==> src/rtl/dmem_arbiter_pkg.sv <==
// Shared types for the data-memory arbiter: arbitration state and the
// request bundle used for the core, host and memory sides.
package dmem_arbiter_pkg;

    localparam int DMEM_AW = 9;
    localparam int DMEM_DW = 32;

    typedef enum logic {ARB_CORE, ARB_FORCE} dmem_arb_state_t;

    typedef struct packed {
        logic               rd;
        logic               wr;
        logic [DMEM_AW-1:0] addr;
        logic [DMEM_DW-1:0] wdata;
        logic [2:0]         func3;
    } dmem_req_t;

    // An idle request: no read, no write, all fields zero.
    function automatic dmem_req_t req_idle();
        return '0;
    endfunction

endpackage

==> src/rtl/dmem_arbiter_if.sv <==
// Bundle of core, host and datamemory signals around the arbiter.
// slave = arbiter view, master = surrounding pipeline/host/memory view.
interface dmem_arbiter_if
    import dmem_arbiter_pkg::*;
#(
    parameter int DM_ADDRESS = DMEM_AW,
    parameter int DATA_W     = DMEM_DW
);
    // core MEM stage
    logic                  core_rd;
    logic                  core_wr;
    logic [DM_ADDRESS-1:0] core_addr;
    logic [DATA_W-1:0]     core_wdata;
    logic [2:0]            core_func3;
    logic [DATA_W-1:0]     core_rdata;
    logic                  core_stall;
    // host / debug port
    logic                  host_valid;
    logic                  host_we;
    logic [DM_ADDRESS-1:0] host_addr;
    logic [DATA_W-1:0]     host_wdata;
    logic [2:0]            host_func3;
    logic                  host_ready;
    logic                  host_rvalid;
    logic [DATA_W-1:0]     host_rdata;
    // datamemory
    logic                  mem_rd;
    logic                  mem_wr;
    logic [DM_ADDRESS-1:0] mem_addr;
    logic [DATA_W-1:0]     mem_wdata;
    logic [2:0]            mem_func3;
    logic [DATA_W-1:0]     mem_rdata;

    modport slave (
        input  core_rd, core_wr, core_addr, core_wdata, core_func3,
        output core_rdata, core_stall,
        input  host_valid, host_we, host_addr, host_wdata, host_func3,
        output host_ready, host_rvalid, host_rdata,
        output mem_rd, mem_wr, mem_addr, mem_wdata, mem_func3,
        input  mem_rdata
    );

    modport master (
        output core_rd, core_wr, core_addr, core_wdata, core_func3,
        input  core_rdata, core_stall,
        output host_valid, host_we, host_addr, host_wdata, host_func3,
        input  host_ready, host_rvalid, host_rdata,
        input  mem_rd, mem_wr, mem_addr, mem_wdata, mem_func3,
        output mem_rdata
    );

endinterface

==> src/rtl/arb_starve_cnt.sv <==
// Saturating host-starvation counter. Built only when DMEM_ARB_STARVE_EN
// is defined; hit pulses on the increment that reaches LIMIT.
`ifdef DMEM_ARB_STARVE_EN
module arb_starve_cnt #(
    parameter int LIMIT = 8
) (
    input  logic       clk,
    input  logic       rst,
    input  logic       clr,
    input  logic       inc,
    output logic [7:0] cnt,
    output logic       hit
);

    logic [7:0] cnt_d, cnt_q;
    logic [8:0] cnt_plus;

    assign cnt_plus = {1'b0, cnt_q} + 9'd1;
    assign hit      = inc & (cnt_plus == 9'(LIMIT));
    assign cnt      = cnt_q;

    // clear wins over increment; hold once the limit is reached
    always_comb begin
        cnt_d = cnt_q;
        if (clr) begin
            cnt_d = 8'd0;
        end else if (inc && (cnt_q != 8'(LIMIT))) begin
            cnt_d = cnt_plus[7:0];
        end
    end

    // counter register
    always_ff @(posedge clk or posedge rst) begin
        if (rst) begin
            cnt_q <= 8'd0;
        end else begin
            cnt_q <= cnt_d;
        end
    end

endmodule
`endif

==> src/rtl/dmem_arbiter.sv <==
// Single-port data-memory arbiter: core MEM stage has priority over the
// host/debug port. Define DMEM_ARB_STARVE_EN to add the starvation guard
// that forces a one-cycle host grant (stalling the core) after
// STARVE_LIMIT denied cycles; otherwise priority is strict.
module dmem_arbiter
    import dmem_arbiter_pkg::*;
#(
    parameter int DM_ADDRESS   = DMEM_AW,
    parameter int DATA_W       = DMEM_DW,
    parameter int STARVE_LIMIT = 8
) (
    input  logic           clk,
    input  logic           reset,
    dmem_arbiter_if.slave  bus
);

    logic              core_req;
    logic              in_force;
    logic              host_sel;
    logic              core_sel;
    dmem_req_t         core_s, host_s, mem_s;
    logic              host_rvalid_d, host_rvalid_q;
    logic [DATA_W-1:0] host_rdata_d, host_rdata_q;

    assign core_req = bus.core_rd | bus.core_wr;

`ifdef DMEM_ARB_STARVE_EN
    dmem_arb_state_t state_d, state_q;
    logic            cnt_clr, cnt_inc, cnt_hit;
    logic [7:0]      unused_starve_cnt;

    assign in_force = (state_q == ARB_FORCE);
    assign cnt_inc  = ~in_force & bus.host_valid & core_req;
    assign cnt_clr  = host_sel | ~bus.host_valid | in_force;

    arb_starve_cnt #(.LIMIT(STARVE_LIMIT)) u_starve (
        .clk (clk),
        .rst (reset),
        .clr (cnt_clr),
        .inc (cnt_inc),
        .cnt (unused_starve_cnt),
        .hit (cnt_hit)
    );

    // a forced cycle always lasts one cycle; enter it on the limit hit
    always_comb begin
        state_d = ARB_CORE;
        if (!in_force && cnt_hit) begin
            state_d = ARB_FORCE;
        end
    end

    // arbitration state register
    always_ff @(posedge clk or posedge reset) begin
        if (reset) begin
            state_q <= ARB_CORE;
        end else begin
            state_q <= state_d;
        end
    end
`else
    logic unused_limit;
    assign unused_limit = ^STARVE_LIMIT[7:0];
    assign in_force     = 1'b0;
`endif

    // Host wins when the core is idle, or in a forced cycle. If the host
    // withdrew before its forced cycle, the core keeps the port and is not
    // stalled, so its request still completes.
    assign host_sel = bus.host_valid & (in_force | ~core_req);
    assign core_sel = core_req & ~host_sel;

    // pack both requesters and pick the owner of the memory port
    always_comb begin
        core_s       = req_idle();
        core_s.rd    = bus.core_rd;
        core_s.wr    = bus.core_wr;
        core_s.addr  = bus.core_addr;
        core_s.wdata = bus.core_wdata;
        core_s.func3 = bus.core_func3;

        host_s       = req_idle();
        host_s.rd    = ~bus.host_we;
        host_s.wr    = bus.host_we;
        host_s.addr  = bus.host_addr;
        host_s.wdata = bus.host_wdata;
        host_s.func3 = bus.host_func3;

        mem_s = req_idle();
        if (host_sel) begin
            mem_s = host_s;
        end else if (core_sel) begin
            mem_s = core_s;
        end
    end

    // capture host read data on the accept cycle
    always_comb begin
        host_rvalid_d = host_sel & ~bus.host_we;
        host_rdata_d  = host_rdata_q;
        if (host_rvalid_d) begin
            host_rdata_d = bus.mem_rdata;
        end
    end

    // host response registers
    always_ff @(posedge clk or posedge reset) begin
        if (reset) begin
            host_rvalid_q <= 1'b0;
            host_rdata_q  <= '0;
        end else begin
            host_rvalid_q <= host_rvalid_d;
            host_rdata_q  <= host_rdata_d;
        end
    end

    assign bus.mem_rd      = mem_s.rd;
    assign bus.mem_wr      = mem_s.wr;
    assign bus.mem_addr    = mem_s.addr[DM_ADDRESS-1:0];
    assign bus.mem_wdata   = mem_s.wdata[DATA_W-1:0];
    assign bus.mem_func3   = mem_s.func3;
    assign bus.core_rdata  = core_sel ? bus.mem_rdata : '0;
    assign bus.core_stall  = in_force & bus.host_valid & core_req;
    assign bus.host_ready  = host_sel;
    assign bus.host_rvalid = host_rvalid_q;
    assign bus.host_rdata  = host_rdata_q;

endmodule

==> src/flat_wrapper.sv <==
// flat-port wrapper written by rule: the top's interface ports become plain ports
module dmem_arbiter_flat import dmem_arbiter_pkg::*;
#(
    parameter int DM_ADDRESS   = DMEM_AW,
    parameter int DATA_W       = DMEM_DW,
    parameter int STARVE_LIMIT = 8
)
  (clk, reset, bus_core_rd, bus_core_wr, bus_core_addr, bus_core_wdata, bus_core_func3, bus_core_rdata, bus_core_stall, bus_host_valid, bus_host_we, bus_host_addr, bus_host_wdata, bus_host_func3, bus_host_ready, bus_host_rvalid, bus_host_rdata, bus_mem_rd, bus_mem_wr, bus_mem_addr, bus_mem_wdata, bus_mem_func3, bus_mem_rdata);
  dmem_arbiter_if #(.DM_ADDRESS(DM_ADDRESS), .DATA_W(DATA_W)) bus_i ();
  input  logic clk;
  input  logic reset;
  input wire logic [$bits(bus_i.core_rd)-1:0] bus_core_rd;
  input wire logic [$bits(bus_i.core_wr)-1:0] bus_core_wr;
  input wire logic [$bits(bus_i.core_addr)-1:0] bus_core_addr;
  input wire logic [$bits(bus_i.core_wdata)-1:0] bus_core_wdata;
  input wire logic [$bits(bus_i.core_func3)-1:0] bus_core_func3;
  output wire logic [$bits(bus_i.core_rdata)-1:0] bus_core_rdata;
  output wire logic [$bits(bus_i.core_stall)-1:0] bus_core_stall;
  input wire logic [$bits(bus_i.host_valid)-1:0] bus_host_valid;
  input wire logic [$bits(bus_i.host_we)-1:0] bus_host_we;
  input wire logic [$bits(bus_i.host_addr)-1:0] bus_host_addr;
  input wire logic [$bits(bus_i.host_wdata)-1:0] bus_host_wdata;
  input wire logic [$bits(bus_i.host_func3)-1:0] bus_host_func3;
  output wire logic [$bits(bus_i.host_ready)-1:0] bus_host_ready;
  output wire logic [$bits(bus_i.host_rvalid)-1:0] bus_host_rvalid;
  output wire logic [$bits(bus_i.host_rdata)-1:0] bus_host_rdata;
  output wire logic [$bits(bus_i.mem_rd)-1:0] bus_mem_rd;
  output wire logic [$bits(bus_i.mem_wr)-1:0] bus_mem_wr;
  output wire logic [$bits(bus_i.mem_addr)-1:0] bus_mem_addr;
  output wire logic [$bits(bus_i.mem_wdata)-1:0] bus_mem_wdata;
  output wire logic [$bits(bus_i.mem_func3)-1:0] bus_mem_func3;
  input wire logic [$bits(bus_i.mem_rdata)-1:0] bus_mem_rdata;
  assign bus_i.core_rd = bus_core_rd;
  assign bus_i.core_wr = bus_core_wr;
  assign bus_i.core_addr = bus_core_addr;
  assign bus_i.core_wdata = bus_core_wdata;
  assign bus_i.core_func3 = bus_core_func3;
  assign bus_core_rdata = bus_i.core_rdata;
  assign bus_core_stall = bus_i.core_stall;
  assign bus_i.host_valid = bus_host_valid;
  assign bus_i.host_we = bus_host_we;
  assign bus_i.host_addr = bus_host_addr;
  assign bus_i.host_wdata = bus_host_wdata;
  assign bus_i.host_func3 = bus_host_func3;
  assign bus_host_ready = bus_i.host_ready;
  assign bus_host_rvalid = bus_i.host_rvalid;
  assign bus_host_rdata = bus_i.host_rdata;
  assign bus_mem_rd = bus_i.mem_rd;
  assign bus_mem_wr = bus_i.mem_wr;
  assign bus_mem_addr = bus_i.mem_addr;
  assign bus_mem_wdata = bus_i.mem_wdata;
  assign bus_mem_func3 = bus_i.mem_func3;
  assign bus_i.mem_rdata = bus_mem_rdata;
  dmem_arbiter #(.DM_ADDRESS(DM_ADDRESS), .DATA_W(DATA_W), .STARVE_LIMIT(STARVE_LIMIT)) u_core (.clk(clk), .reset(reset), .bus(bus_i));
endmodule
==> config.mk <==
export PLATFORM = sky130hd
export DESIGN_NAME = dmem_arbiter_flat
export DESIGN_NICKNAME = d
export VERILOG_FILES = /design/src/rtl/dmem_arbiter_pkg.sv /design/src/rtl/dmem_arbiter_if.sv /design/src/rtl/arb_starve_cnt.sv /design/src/rtl/dmem_arbiter.sv /design/src/flat_wrapper.sv
export SDC_FILE = /design/constraint.sdc
export NUM_CORES = 1
export LEC_CHECK = 0
export BUFFER_PORTS_ARGS = -buffer_cell sky130_fd_sc_hd__buf_2
export CAP_MARGIN = 10
export CORE_AREA = 2 2 92 94
export DETAILED_ROUTE_END_ITERATION = 8
export DIE_AREA = 0 0 94 96
export PLACE_DENSITY = 0.75
export SETUP_SLACK_MARGIN = 0.5
export SYNTH_ARGS = -nofsm -noshare
export SYNTH_HDL_FRONTEND = slang
export SYNTH_SLANG_ARGS = --single-unit
export TNS_END_PERCENT = 10
==> constraint.sdc <==
create_clock -name clk -period 1.6 [get_ports clk]
set_input_delay 0.32 -clock clk [delete_from_list [all_inputs] [get_ports clk]]
set_output_delay 0.32 -clock clk [all_outputs]
set_load 0.02 [all_outputs]
==> results by group, run 1 <==
Yosys
  – Sequential-to-total area share from yosys stat: 0.3767
  – Post-synthesis instance total: 265
  – Number of flip-flops and latches in the synthesized netlist: 33
  – Cell variety after synth: 17
  – Yosys warning count: 0
  – Synthesized area: 0.002192 mm^2
  – Post-Syn Area per Cell: 8.272 um^2
  – Net Count, Synth: a little under 400

Floorplanning
  – Height of the die: about 96 um
  – Die extent in x: 94 um
  – Number of standard-cell rows in the floorplan: 33
  – CORE AREA: 0.008051 mm^2
  – Initial Util: 0.2723
  – Number of I/O pins: 239
  – Die area: 0.009024 mm^2

Drt
  – Initial detailed-routing violation count: 86
  – Antenna viol nets, final: 0
  – Total via count in the routed design: between 3000 and 4000
  – Total wire length: about 11 mm
  – DRC errors left: 0
  – Pre-Repair DR Iteration Count: 4
  – DR vias/cell: 4.915
  – WL/cell: about 18 um

Setup path
  – Critical Path Stages: 5
  – Crit path buf inv count: 3
  – Endpoint of the lowest-slack register-to-register path: u_core.bus.host_rdata[13]$_DFFE_PP0P_
  – Startpoint of the most critical setup path: bus_core_wr
  – R2r startpoint: u_core.bus.host_rdata[13]$_DFFE_PP0P_
  – Required time at the endpoint of the critical path: 1.28 ns
  – Critical path class: input pin to output pin
  – Worst Path Max Fanout: 46
  – Kind of launch point of the worst setup path: input pin
  – Master of the slowest instance on the critical path: o21ai_0
  – Register-to-Register Path Depth: 1
  – Arrival time at the worst endpoint: 1.22 ns
  – List of cells traversed by the critical path: buf_12 -> buf_16 -> o21ai_0 -> o21ai_2 -> buf_2
  – Critical Path Sink Type: output pin
  – Peak per-stage delay on the critical path: between 0.3 and 0.4 ns
  – Cell family with most CP delay: buffers and inverters
  – Worst setup slack for register-to-register paths: about 0.8 ns

Power and ir drop
  – Static Leak: 2.493 nW
  – Peak supply drop: 0.8053 mV
  – Cell Pwr Density: 781.8 mW/mm^2

Global route
  – Number of global-route vias before repair: ~2900
  – Antenna violations before repair: 0
  – Pin count of the biggest net entering global routing: 47
  – Global-route wire length before repair: 14.30 mm
  – GRT Total Usage: 0.2003
  – Congestion Overflow GR: 0

Timing
  – Setup repair after global routing missed its margin: true
  – Crit path time final: between 1.5 and 2 ns
  – Post-route clock skew: 0 ns
  – Setup total negative slack: 0 ns
  – Least setup slack across all paths after layout: 0.05835 ns
  – Max-slew violations: 0
  – Max Clock Freq: 648.7 MHz
  – Portion of the clock cycle consumed by the worst path in the final layout: 0.9635
  – Total setup violations reported at the end of the flow: 0
  – Number of hold violations in the final report: 0

Final layout
  – Proportion of layout cells with a drive suffix above 1: 0.7618
  – Post-layout instance area: 0.005059 mm^2
  – Most frequent standard cell in the layout excluding fill and tap cells: buf_2
  – Commonest cells after routing, fill and taps aside: 131 x buf_2, 98 x buf_6, 44 x nand2_1, 33 x dfrtp_1
  – Number of nets at the end of the flow: 633
  – Filler cell count in the final layout: around 610
  – Final std cells w/o fill: 613
  – Syn-to-layout area delta: 130.8%
  – # diodes: 0

Clocking
  – Worst-skew pair later-pin latency: a little under 0.3 ns
  – Clock Tree Buf Depth: 2
  – Cell chosen for the clock root: clkbuf_8
  – TritonCTS clock tree: built
  – H-tree level count: 2
  – Reg clk slew, reported paths: about 0.080 ns
  – Sink count of the clock tree: 33
  – Num CTS Buffers: 5

Run
  – Maximum capacitance violations: 0

Place
  – Hpwl dp: between 6 and 7 mm
  – DP Worst Slack: -0.01922 ns
  – Number of placed instances, taps included: 591
  – Final weighted congestion of routability-driven global placement: between 0.7 and 0.8
  – Cell area after placement: 0.003845 mm^2
  – Count of input and output buffers: 237

Worst hold path
  – Hold Crit Class: input pin to async pin

Run status
  – Run status: finished, final reports clean
-- through the flow --
step | hold slack, ns | power (mW) | utilization
4_1_cts | 0.1223 | 3.765 | 0.5737
3_5_place_dp | 0.4342 | 2.622 | 0.4775
3_3_place_gp | 0.4231 | 2.581 | 0.4775
5_1_grt | 0.1520 | 4.118 | 0.6283
6_report | 0.1077 | 3.955 | 0.6283
2_1_floorplan | 0.4489 | 2.046 | -
-- routing by layer --
metal  GRT usage  vias up  share of wire  wire [um]
li1            -     1389              -          -
met1      0.2146     1439           0.35       3931
met3     0.06186       14          0.093       1042
met2      0.3780      171           0.54       6039
met5           0        -              0          0
met4     0.05797        0          0.013        148
-- where the power goes --
part | internal [mW] | switching, mW
Clock | 0.301 | 0.341
Combinational | 1.16 | 0.992
Sequential | 1.01 | 0.151
Total | 2.47 | 1.48
-- worst min-delay path, cell delays in order --
cell and delay, ns:
buf_2 0.09, inv_1 0.05, buf_4 0.37
-- what timing repair did --
item / in CTS / in global routing
cloned: 0 / 13
gates resized for setup: 211 / 65
setup buffers: 0 / 1
setup endpoints to repair: 144 / 144
hold buffers: 0 / 0
pin swaps: 36 / 6
-- final cells by class --
class                           instances  area, um^2  area share
Clock buffer                            5       68.82     0.01360
Clock inverter                          3       17.52    0.003463
Inverter                                3       18.77    0.003710
Multi-Input combinational cell        204        1762      0.3483
Sequential cell                        33       825.8      0.1632
Tap cell                              105       131.4     0.02597
Timing Repair Buffer                  260        2235      0.4418
-- sequential cells by signal, indices dropped and copies added (netlist names) --
signal and count:
u_core.bus.host_rvalid 1, u_core.bus.host_rdata 32
-- synth_stat cells --
library cell | count | area (um^2)
buf_1 | 3 | 11.26
nor2_1 | 1 | 3.750
inv_1 | 3 | 11.26
clkbuf_1 | 19 | 71.32
o21ai_0 | 88 | 440.4
a31o_2 | 1 | 8.760
nor4b_4 | 1 | 23.77
mux2_1 | 3 | 33.78
and2_1 | 32 | 200.2
mux2_2 | 29 | 326.6
o31ai_1 | 1 | 7.510
nand2_1 | 44 | 165.2
conb_1 | 1 | 3.750
buf_6 | 4 | 45.04
or2_2 | 1 | 6.260
dfrtp_1 | 33 | 825.8
buf_4 | 1 | 7.510
-- cell families (layout without fill, tap and decap cells) --
group,Yosys count,count (layout),synth area share
compound gates,90,90,0.2083
buf+inv,30,271,0.06678
mux,32,32,0.1644
other cells,1,1,0.001711
flops,33,33,0.3767
simple gates,79,81,0.1821
-- worst max path at each step --
stage / to / slack, ns
global route: bus_mem_wdata[11] / 0.04
CTS: bus_mem_wdata[11] / 0.04
finish: bus_mem_wdata[29] / 0.06
global placement: bus_mem_wdata[1] / 0.02
floorplan: u_core.bus.host_rdata[14]$_DFFE_PP0P_ / 0.13
detailed placement: u_core.bus.host_rdata[26]$_DFFE_PP0P_ / -0.02
Power figures use the tool's default switching activity.
==> inputs of run 2 (changes only) <==
--- a/config.mk
+++ b/config.mk
@@ -5,11 +5,12 @@
 export SDC_FILE = /design/constraint.sdc
 export NUM_CORES = 1
 export LEC_CHECK = 0
+export ABC_AREA = 1
 export BUFFER_PORTS_ARGS = -buffer_cell sky130_fd_sc_hd__buf_2
 export CAP_MARGIN = 10
-export CORE_AREA = 2 2 92 94
+export CORE_AREA = 2 2 94 96
 export DETAILED_ROUTE_END_ITERATION = 8
-export DIE_AREA = 0 0 94 96
+export DIE_AREA = 0 0 96 98
 export PLACE_DENSITY = 0.75
 export SETUP_SLACK_MARGIN = 0.5
 export SYNTH_ARGS = -nofsm -noshare
==> run 2 against run 1 <==
  * Non-clock buffer count shrank 10
  * Wire length down 11%
  * Area after synthesis rose by 5.5%
  * Sequential share of layout area increased by 3.3 points
  * Utilization down 13 points
  * Clock skew is the same
  * Register-to-register slack better by 0.19 ns
  * Critical path depth is 3 higher
  * Critical path type unchanged
==> results by group, run 2 <==
Place
  – Hpwl dp: 6.836 mm (was 6.493 mm)
  – DP Worst Slack: -0.2242 ns (was -0.01922 ns)
  – Count of input and output buffers: 237 (unchanged)
  – Number of placed instances, taps included: 692 (was 591)
  – Final weighted congestion of routability-driven global placement: 0.8035 (was 0.7536)

Yosys
  – Area share of the largest cell type after synthesis: 0.3569 (was 0.3767)
  – Synthesized area: 0.002313 mm^2 (was 0.002192 mm^2)
  – Yosys warning count: 0 (unchanged)
  – Largest area contributor in the synthesized netlist: dfrtp_1 (unchanged)
  – Sequential-to-total area share from yosys stat: 0.3569 (was 0.3767)
  – Count of flip-flops with a built-in enable after synthesis: 0 (unchanged)
  – Number of flip-flops and latches in the synthesized netlist: 33 (unchanged)
  – Synth Flop Type: dfrtp_1 (unchanged)
  – Net Count, Synth: 489 (was 391)
  – Post-Syn Area per Cell: 6.373 um^2 (was 8.272 um^2)
  – Most common cell in the synthesized netlist: nand2_1 (was o21ai_0)
  – Post-synthesis instance total: 363 (was 265)
  – Synth async-reset ratio: 1.000 (unchanged)
  – Synth area leaders: dfrtp_1 36%, nand2_1 31%, nand4_1 8.7%, inv_1 5.7%, nor2_1 5.2% (was dfrtp_1 38%, o21ai_0 20%, mux2_2 15%, and2_1 9.1%, nand2_1 7.5%)
  – Leading post-synthesis cells by instance count: 188 x nand2_1, 35 x inv_1, 33 x dfrtp_1 (was 88 x o21ai_0, 44 x nand2_1, 33 x dfrtp_1)
  – Cell variety after synth: 18 (was 17)

Global route
  – Pin count of the biggest net entering global routing: 45 (was 47)
  – Congestion Overflow GR: 0 (unchanged)
  – GRT Total Usage: 0.2009 (was 0.2003)
  – Antenna violations before repair: 0 (unchanged)
  – Global-route wire length before repair: 14.77 mm (was 14.30 mm)
  – Number of global-route vias before repair: 3113 (was 2868)

Setup path
  – Required time at the endpoint of the critical path: 1.28 ns (about the same)
  – Arrival time at the worst endpoint: 1.24 ns (was 1.22 ns)
  – Worst setup slack for register-to-register paths: 0.97 ns (was 0.78 ns)
  – Cell family with most CP delay: buffers and inverters (unchanged)
  – Peak per-stage delay on the critical path: 0.17 ns (was 0.35 ns)
  – List of cells traversed by the critical path: buf_8 -> nor2_4 -> buf_6 -> nand2_8 -> inv_12 -> nand2_1 -> nand2_2 -> buf_2 (was buf_12 -> buf_16 -> o21ai_0 -> o21ai_2 -> buf_2)
  – Kind of launch point of the worst setup path: input pin (unchanged)
  – Critical path class: input pin to output pin (unchanged)
  – Master of the slowest instance on the critical path: buf_2 (was o21ai_0)
  – Critical Path Sink Type: output pin (unchanged)
  – Worst Path Max Fanout: 6 (was 46)
  – Crit path buf inv count: 4 (was 3)

Floorplanning
  – Die extent in x: 96 um (was 94 um)
  – Height of the die: 98 um (was 96 um)
  – Initial Util: 0.2733 (was 0.2723)
  – CORE AREA: 0.008466 mm^2 (was 0.008051 mm^2)
  – Die area: 0.009408 mm^2 (was 0.009024 mm^2)
  – Number of standard-cell rows in the floorplan: 34 (was 33)
  – Number of I/O pins: 239 (unchanged)

Drt
  – WL/cell: 14.02 um (was 18.21 um)
  – Initial detailed-routing violation count: 90 (was 86)
  – Pre-Repair DR Iteration Count: 6 (was 4)
  – DR vias/cell: 4.541 (was 4.915)
  – Total wire length: 9.966 mm (was 11.16 mm)
  – Total via count in the routed design: 3229 (was 3013)
  – DRC errors left: 0 (unchanged)
  – Antenna viol nets, final: 0 (unchanged)

Clocking
  – Num CTS Buffers: 5 (unchanged)
  – Reg clk slew, reported paths: 0.08 ns (about the same)
  – Post-CTS Hold Fix Bufs: 0 (unchanged)
  – Sink count of the clock tree: 33 (unchanged)
  – Clock Tree Buf Depth: 2 (unchanged)
  – TritonCTS clock tree: built (unchanged)
  – Worst-skew pair later-pin latency: 0.28 ns (was 0.29 ns)
  – H-tree level count: 2 (unchanged)
  – Cell chosen for the clock root: clkbuf_8 (unchanged)

Timing
  – Post-route clock skew: 0 ns (unchanged)
  – Setup repair after global routing missed its margin: true (unchanged)
  – Crit path time final: 1.561 ns (was 1.542 ns)
  – Total setup violations reported at the end of the flow: 0 (unchanged)
  – Max Clock Freq: 640.5 MHz (was 648.7 MHz)
  – Number of hold violations in the final report: 0 (unchanged)
  – Max-slew violations: 0 (unchanged)
  – Least setup slack across all paths after layout: 0.03876 ns (was 0.05835 ns)
  – Setup total negative slack: 0 ns (unchanged)
  – Portion of the clock cycle consumed by the worst path in the final layout: 0.9758 (was 0.9635)

Final layout
  – Number of nets at the end of the flow: 728 (was 633)
  – Most frequent standard cell in the layout excluding fill and tap cells: buf_2 (unchanged)
  – Filler cell count in the final layout: 813 (was 611)
  – Flip-flop count of the largest register, all copies and words added: 32 (unchanged)
  – Commonest cells after routing, fill and taps aside: 212 x buf_2, 140 x nand2_1, 35 x inv_1, 35 x nand2_2, 33 x dfrtp_1 (was 131 x buf_2, 98 x buf_6, 44 x nand2_1, 33 x dfrtp_1)
  – Final std cells w/o fill: 711 (was 613)
  – Proportion of layout cells with a drive suffix above 1: 0.5456 (was 0.7618)
  – # diodes: 0 (unchanged)
  – Syn-to-layout area delta: 81.50% (was 130.8%)

Power and ir drop
  – Static Leak: 2.658 nW (was 2.493 nW)
  – Cell Pwr Density: 790.5 mW/mm^2 (was 781.8 mW/mm^2)
  – Peak supply drop: 0.4987 mV (was 0.8053 mV)

Worst hold path
  – Hold Crit Class: input pin to async pin (unchanged)

Run
  – Maximum capacitance violations: 0 (unchanged)

Run status
  – Run status: finished, final reports clean (unchanged)
[run 2: cell count changes in the layout (fill, tap and decap cells not counted), sizes merged, moves of 3 or more]
cell	previous run	this run
and2	32	0
inv	3	44
o21ai	88	0
clkbuf	11	6
mux2	32	0
nand2	44	199
nor2	1	33
buf	254	249
or2	3	0
nand4	0	32
[run 2: final cells by class]
type / count / area [um^2] / area share
repair buffers: 250 / 1463 / 0.3483
clock buffers: 5 / 68.82 / 0.01639
flip-flops and latches: 33 / 825.8 / 0.1967
well taps: 108 / 135.1 / 0.03218
inverters: 38 / 166.4 / 0.03963
clock inverters: 3 / 46.29 / 0.01103
repair inverters: 7 / 81.33 / 0.01937
multi-input cells: 267 / 1413 / 0.3364
[run 2: final timing paths]
path,startpoint,to,depth (start not counted)
max reg2reg,u_core.bus.host_rdata[24]$_DFFE_PP0P_,u_core.bus.host_rdata[24]$_DFFE_PP0P_,2
min,reset,u_core.bus.host_rdata[22]$_DFFE_PP0P_,3
max,bus_core_rd,bus_mem_wdata[12],8
min in group clk,bus_mem_rdata[13],u_core.bus.host_rdata[13]$_DFFE_PP0P_,3
max in group asynchronous,reset,u_core.bus.host_rdata[3]$_DFFE_PP0P_,3
min reg2reg,u_core.bus.host_rdata[28]$_DFFE_PP0P_,u_core.bus.host_rdata[28]$_DFFE_PP0P_,2
[run 2: per-layer routing]
metal  part of all wire  track usage  vias to the layer above
li1                   -            -                     1578
met1               0.38       0.2331                     1477
met2               0.52       0.3611                      162
met3              0.083      0.04552                       12
met4              0.018      0.05934                        0
met5                  0            0                        -
[run 2: repair_timing]
action                     CTS  global route
setup buffers                2             0
gates cloned                 8             1
pin swaps                    3             2
setup endpoints to repair  145           145
resized for setup           66            24
[run 2: through the flow]
stage | utilization | hold slack, ns | cell area [um^2] | power, mW
after floorplan | - | 0.4489 | 2471 | 1.864
after global placement | 0.4311 | 0.4274 | 3650 | 2.359
after detailed placement | 0.4311 | 0.4384 | 3650 | 2.387
after CTS | 0.4842 | 0.1187 | 4099 | 3.319
after global routing | 0.4960 | 0.1477 | 4199 | 3.510
final | 0.4960 | 0.1148 | 4199 | 3.319
[run 2: kinds of logic (layout without fill, tap and decap cells)]
| family | Yosys count | after routing | share of synthesized area |
|---|---|---|---|
| flip-flops | 33 | 33 | 0.3569 |
| AND/OR/NAND/NOR | 264 | 265 | 0.4851 |
| buffers and inverters | 64 | 303 | 0.1531 |
| AO/OA/AOI/OAI | 1 | 1 | 0.003246 |
| other | 1 | 1 | 0.001621 |
[run 2: where the power goes]
part / switching (mW) / internal [mW] / total, mW
clock: 0.345 / 0.466 / 0.811
combinational: 0.902 / 0.540 / 1.44
sequential: 0.0802 / 0.985 / 1.07
[run 2: worst reg2reg max path: stages (launching register included)]
cell and delay (ns):
dfrtp_1 0.40, nand2_1 0.07, nand2_1 0.05
==> inputs of run 3 (changes only) <==
--- a/config.mk
+++ b/config.mk
@@ -5,13 +5,12 @@
 export SDC_FILE = /design/constraint.sdc
 export NUM_CORES = 1
 export LEC_CHECK = 0
-export ABC_AREA = 1
 export BUFFER_PORTS_ARGS = -buffer_cell sky130_fd_sc_hd__buf_2
 export CAP_MARGIN = 10
-export CORE_AREA = 2 2 94 96
+export CORE_AREA = 2 2 93 95
 export DETAILED_ROUTE_END_ITERATION = 8
-export DIE_AREA = 0 0 96 98
-export PLACE_DENSITY = 0.75
+export DIE_AREA = 0 0 95 97
+export PLACE_DENSITY = 0.74
 export SETUP_SLACK_MARGIN = 0.5
 export SYNTH_ARGS = -nofsm -noshare
 export SYNTH_HDL_FRONTEND = slang
==> run 3 against run 2 <==
  * First-iteration DRC count is 1.1% lower
  * Largest power group unchanged
  * Highest routed layer unchanged
  * Sequential power is 8% higher
  * Critical path depth is 3 lower
  * Cell count is 15% lower
  * Die area is 2.1% lower
  * Largest cell class unchanged
  * Utilization is 9.9 points higher
==> results by group, run 3 (synthesis gave the netlist of run 1 again) <==
Setup path
  – Cell family with most CP delay: buffers and inverters (unchanged)
  – Arrival time at the worst endpoint: 1.23 ns (was 1.24 ns)
  – Critical path class: input pin to output pin (unchanged)
  – Critical Path Sink Type: output pin (unchanged)
  – List of cells traversed by the critical path: buf_12 -> or2_4 -> buf_16 -> o21ai_4 -> buf_6 (was buf_8 -> nor2_4 -> buf_6 -> nand2_8 -> inv_12 -> nand2_1 -> nand2_2 -> buf_2)
  – R2r startpoint: u_core.bus.host_rdata[17]$_DFFE_PP0P_ (was u_core.bus.host_rdata[24]$_DFFE_PP0P_)
  – Required time at the endpoint of the critical path: 1.28 ns (about the same)
  – Register-to-Register Path Depth: 1 (was 2)
  – Peak per-stage delay on the critical path: 0.32 ns (was 0.17 ns)
  – Worst setup slack for register-to-register paths: 0.78 ns (was 0.97 ns)
  – Worst Path Max Fanout: 12 (was 6)
  – Kind of launch point of the worst setup path: input pin (unchanged)
  – Master of the slowest instance on the critical path: or2_4 (was buf_2)
  – Endpoint of the lowest-slack register-to-register path: u_core.bus.host_rdata[17]$_DFFE_PP0P_ (was u_core.bus.host_rdata[24]$_DFFE_PP0P_)
  – Crit path buf inv count: 3 (was 4)

Final layout
  – Syn-to-layout area delta: 120.7% (was 81.50%)
  – Most frequent standard cell in the layout excluding fill and tap cells: buf_2 (unchanged)
  – Post-layout instance area: 0.004838 mm^2 (was 0.004199 mm^2)
  – Final std cells w/o fill: 605 (was 711)
  – # diodes: 0 (unchanged)
  – Commonest cells after routing, fill and taps aside: 139 x buf_2, 82 x buf_6, 44 x nand2_1, 38 x o21ai_0, 34 x o21ai_2 (was 212 x buf_2, 140 x nand2_1, 35 x inv_1, 35 x nand2_2, 33 x dfrtp_1)
  – Flip-flop count of the largest register, all copies and words added: 32 (unchanged)
  – Number of nets at the end of the flow: 625 (was 728)
  – Proportion of layout cells with a drive suffix above 1: 0.7540 (was 0.5456)
  – Final design utilization: 0.5948 (was 0.4960)

Clocking
  – TritonCTS clock tree: built (unchanged)
  – Reg clk slew, reported paths: 0.07 ns (was 0.08 ns)
  – Clock Tree Buf Depth: 2 (unchanged)
  – Worst-skew pair later-pin latency: 0.28 ns (about the same)
  – Sink count of the clock tree: 33 (unchanged)
  – Num CTS Buffers: 5 (unchanged)
  – H-tree level count: 2 (unchanged)
  – Cell chosen for the clock root: clkbuf_8 (unchanged)

Run
  – Maximum capacitance violations: 0 (unchanged)

Timing
  – Post-route clock skew: 0 ns (unchanged)
  – Max Clock Freq: 645.6 MHz (was 640.5 MHz)
  – Max-slew violations: 0 (unchanged)
  – Setup repair after global routing missed its margin: true (unchanged)
  – Number of hold violations in the final report: 0 (unchanged)
  – Portion of the clock cycle consumed by the worst path in the final layout: 0.9681 (was 0.9758)
  – Total setup violations reported at the end of the flow: 0 (unchanged)
  – Worst hold slack: 0.1137 ns (was 0.1148 ns)
  – Crit path time final: 1.549 ns (was 1.561 ns)

Global route
  – GRT Total Usage: 0.1932 (was 0.2009)
  – Pin count of the biggest net entering global routing: 46 (was 45)
  – Antenna violations before repair: 0 (unchanged)
  – Global-route wire length before repair: 14.29 mm (was 14.77 mm)
  – Congestion Overflow GR: 0 (unchanged)
  – Number of global-route vias before repair: 2890 (was 3113)

Floorplanning
  – Number of standard-cell rows in the floorplan: 33 (was 34)
  – Number of I/O pins: 239 (unchanged)
  – Initial Util: 0.2695 (was 0.2733)
  – CORE AREA: 0.008134 mm^2 (was 0.008466 mm^2)
  – Die extent in x: 95 um (was 96 um)
  – Die area: 0.009215 mm^2 (was 0.009408 mm^2)
  – Height of the die: 97 um (was 98 um)

Drt
  – Total via count in the routed design: 2879 (was 3229)
  – Antenna viol nets, final: 0 (unchanged)
  – DRC errors left: 0 (unchanged)
  – Total wire length: 10.33 mm (was 9.966 mm)
  – Pre-Repair DR Iteration Count: 5 (was 6)
  – Initial detailed-routing violation count: 89 (was 90)
  – DR vias/cell: 4.759 (was 4.541)
  – WL/cell: 17.07 um (was 14.02 um)

Place
  – Cell area after placement: 0.003822 mm^2 (was 0.003650 mm^2)
  – Number of placed instances, taps included: 588 (was 692)
  – Final weighted congestion of routability-driven global placement: 0.7051 (was 0.8035)
  – Hpwl dp: 6.461 mm (was 6.836 mm)
  – Count of input and output buffers: 237 (unchanged)

Power and ir drop
  – Cell Pwr Density: 835.7 mW/mm^2 (was 790.5 mW/mm^2)
  – Static Leak: 2.415 nW (was 2.658 nW)
  – Peak supply drop: 0.7926 mV (was 0.4987 mV)

Worst hold path
  – Hold Crit Class: input pin to async pin (unchanged)

Run status
  – Run status: finished, final reports clean (unchanged)
==> run 3: cell count changes in the layout (fill, tap and decap cells not counted), moves of 33 or more <==
cell | before | now
buf_6 | 19 | 82
buf_2 | 212 | 139
nand2_2 | 35 | 0
nand2_1 | 140 | 44
o21ai_2 | 0 | 34
o21ai_0 | 0 | 38
inv_1 | 35 | 2
==> run 3: worst max path at each step <==
stage	from	endpoint	slack, ns	cells past startpoint
5_1_grt	bus_core_wr	bus_mem_wdata[22]	0.03	5
3_5_place_dp	bus_core_rd	bus_mem_wdata[22]	-0.03	5
3_3_place_gp	bus_core_rd	bus_mem_wdata[22]	-0.02	5
6_report	bus_core_wr	bus_mem_wdata[8]	0.05	5
4_1_cts	bus_core_rd	bus_mem_wdata[22]	0.04	5
2_1_floorplan	bus_core_rd	u_core.bus.host_rdata[14]$_DFFE_PP0P_	0.13	4
==> run 3: timing repair <==
item / in CTS / in global routing
gates resized for setup: 210 / 22
gates cloned: 0 / 8
endpoints found under the setup margin: 144 / 144
pin swaps: 25 / 2
hold buffers: 0 / 0
setup buffers: 0 / 1
==> run 3: final cells by class <==
cell class                 count  area, um^2
inverter                       3       11.26
clock buffer                   7       86.33
sequential                    33       825.8
clock inverter                 1       30.03
timing repair buffer         253        2047
tap                          105       131.4
multi-input combinational    203        1707
fill                         627        3296
==> run 3: tightest hold or removal path, stage by stage <==
cell and delay, ns:
buf_2 0.10, inv_1 0.04, buf_4 0.37
==> run 3: metal layers <==
layer  up-vias  wire (um)  part of all wire  GRT usage
met5         -          0                 0          0
met4         0        125             0.012    0.04682
met3         7       1065              0.10    0.05763
met2       183       5489              0.53     0.3748
met1      1323       3649              0.35     0.1957
li1       1366          -                 -          -
==> run 3: metrics by stage <==
| step | setup WS [ns] | power, mW | TNS, ns |
|---|---|---|---|
| CTS | 0.03695 | 3.941 | 0 |
| global route | 0.03093 | 4.206 | 0 |
| floorplan | 0.1318 | 2.046 | 0 |
| detailed placement | -0.02683 | 2.615 | -0.03645 |
| global placement | -0.02047 | 2.576 | -0.02047 |
| finish | 0.05099 | 4.043 | 0 |
==> run 3: power breakdown <==
group	internal, mW	switching, mW	total [mW]
clock	0.508	0.321	0.829
combinational	1.10	0.959	2.05
sequential	1.01	0.146	1.16
total	2.62	1.43	4.04
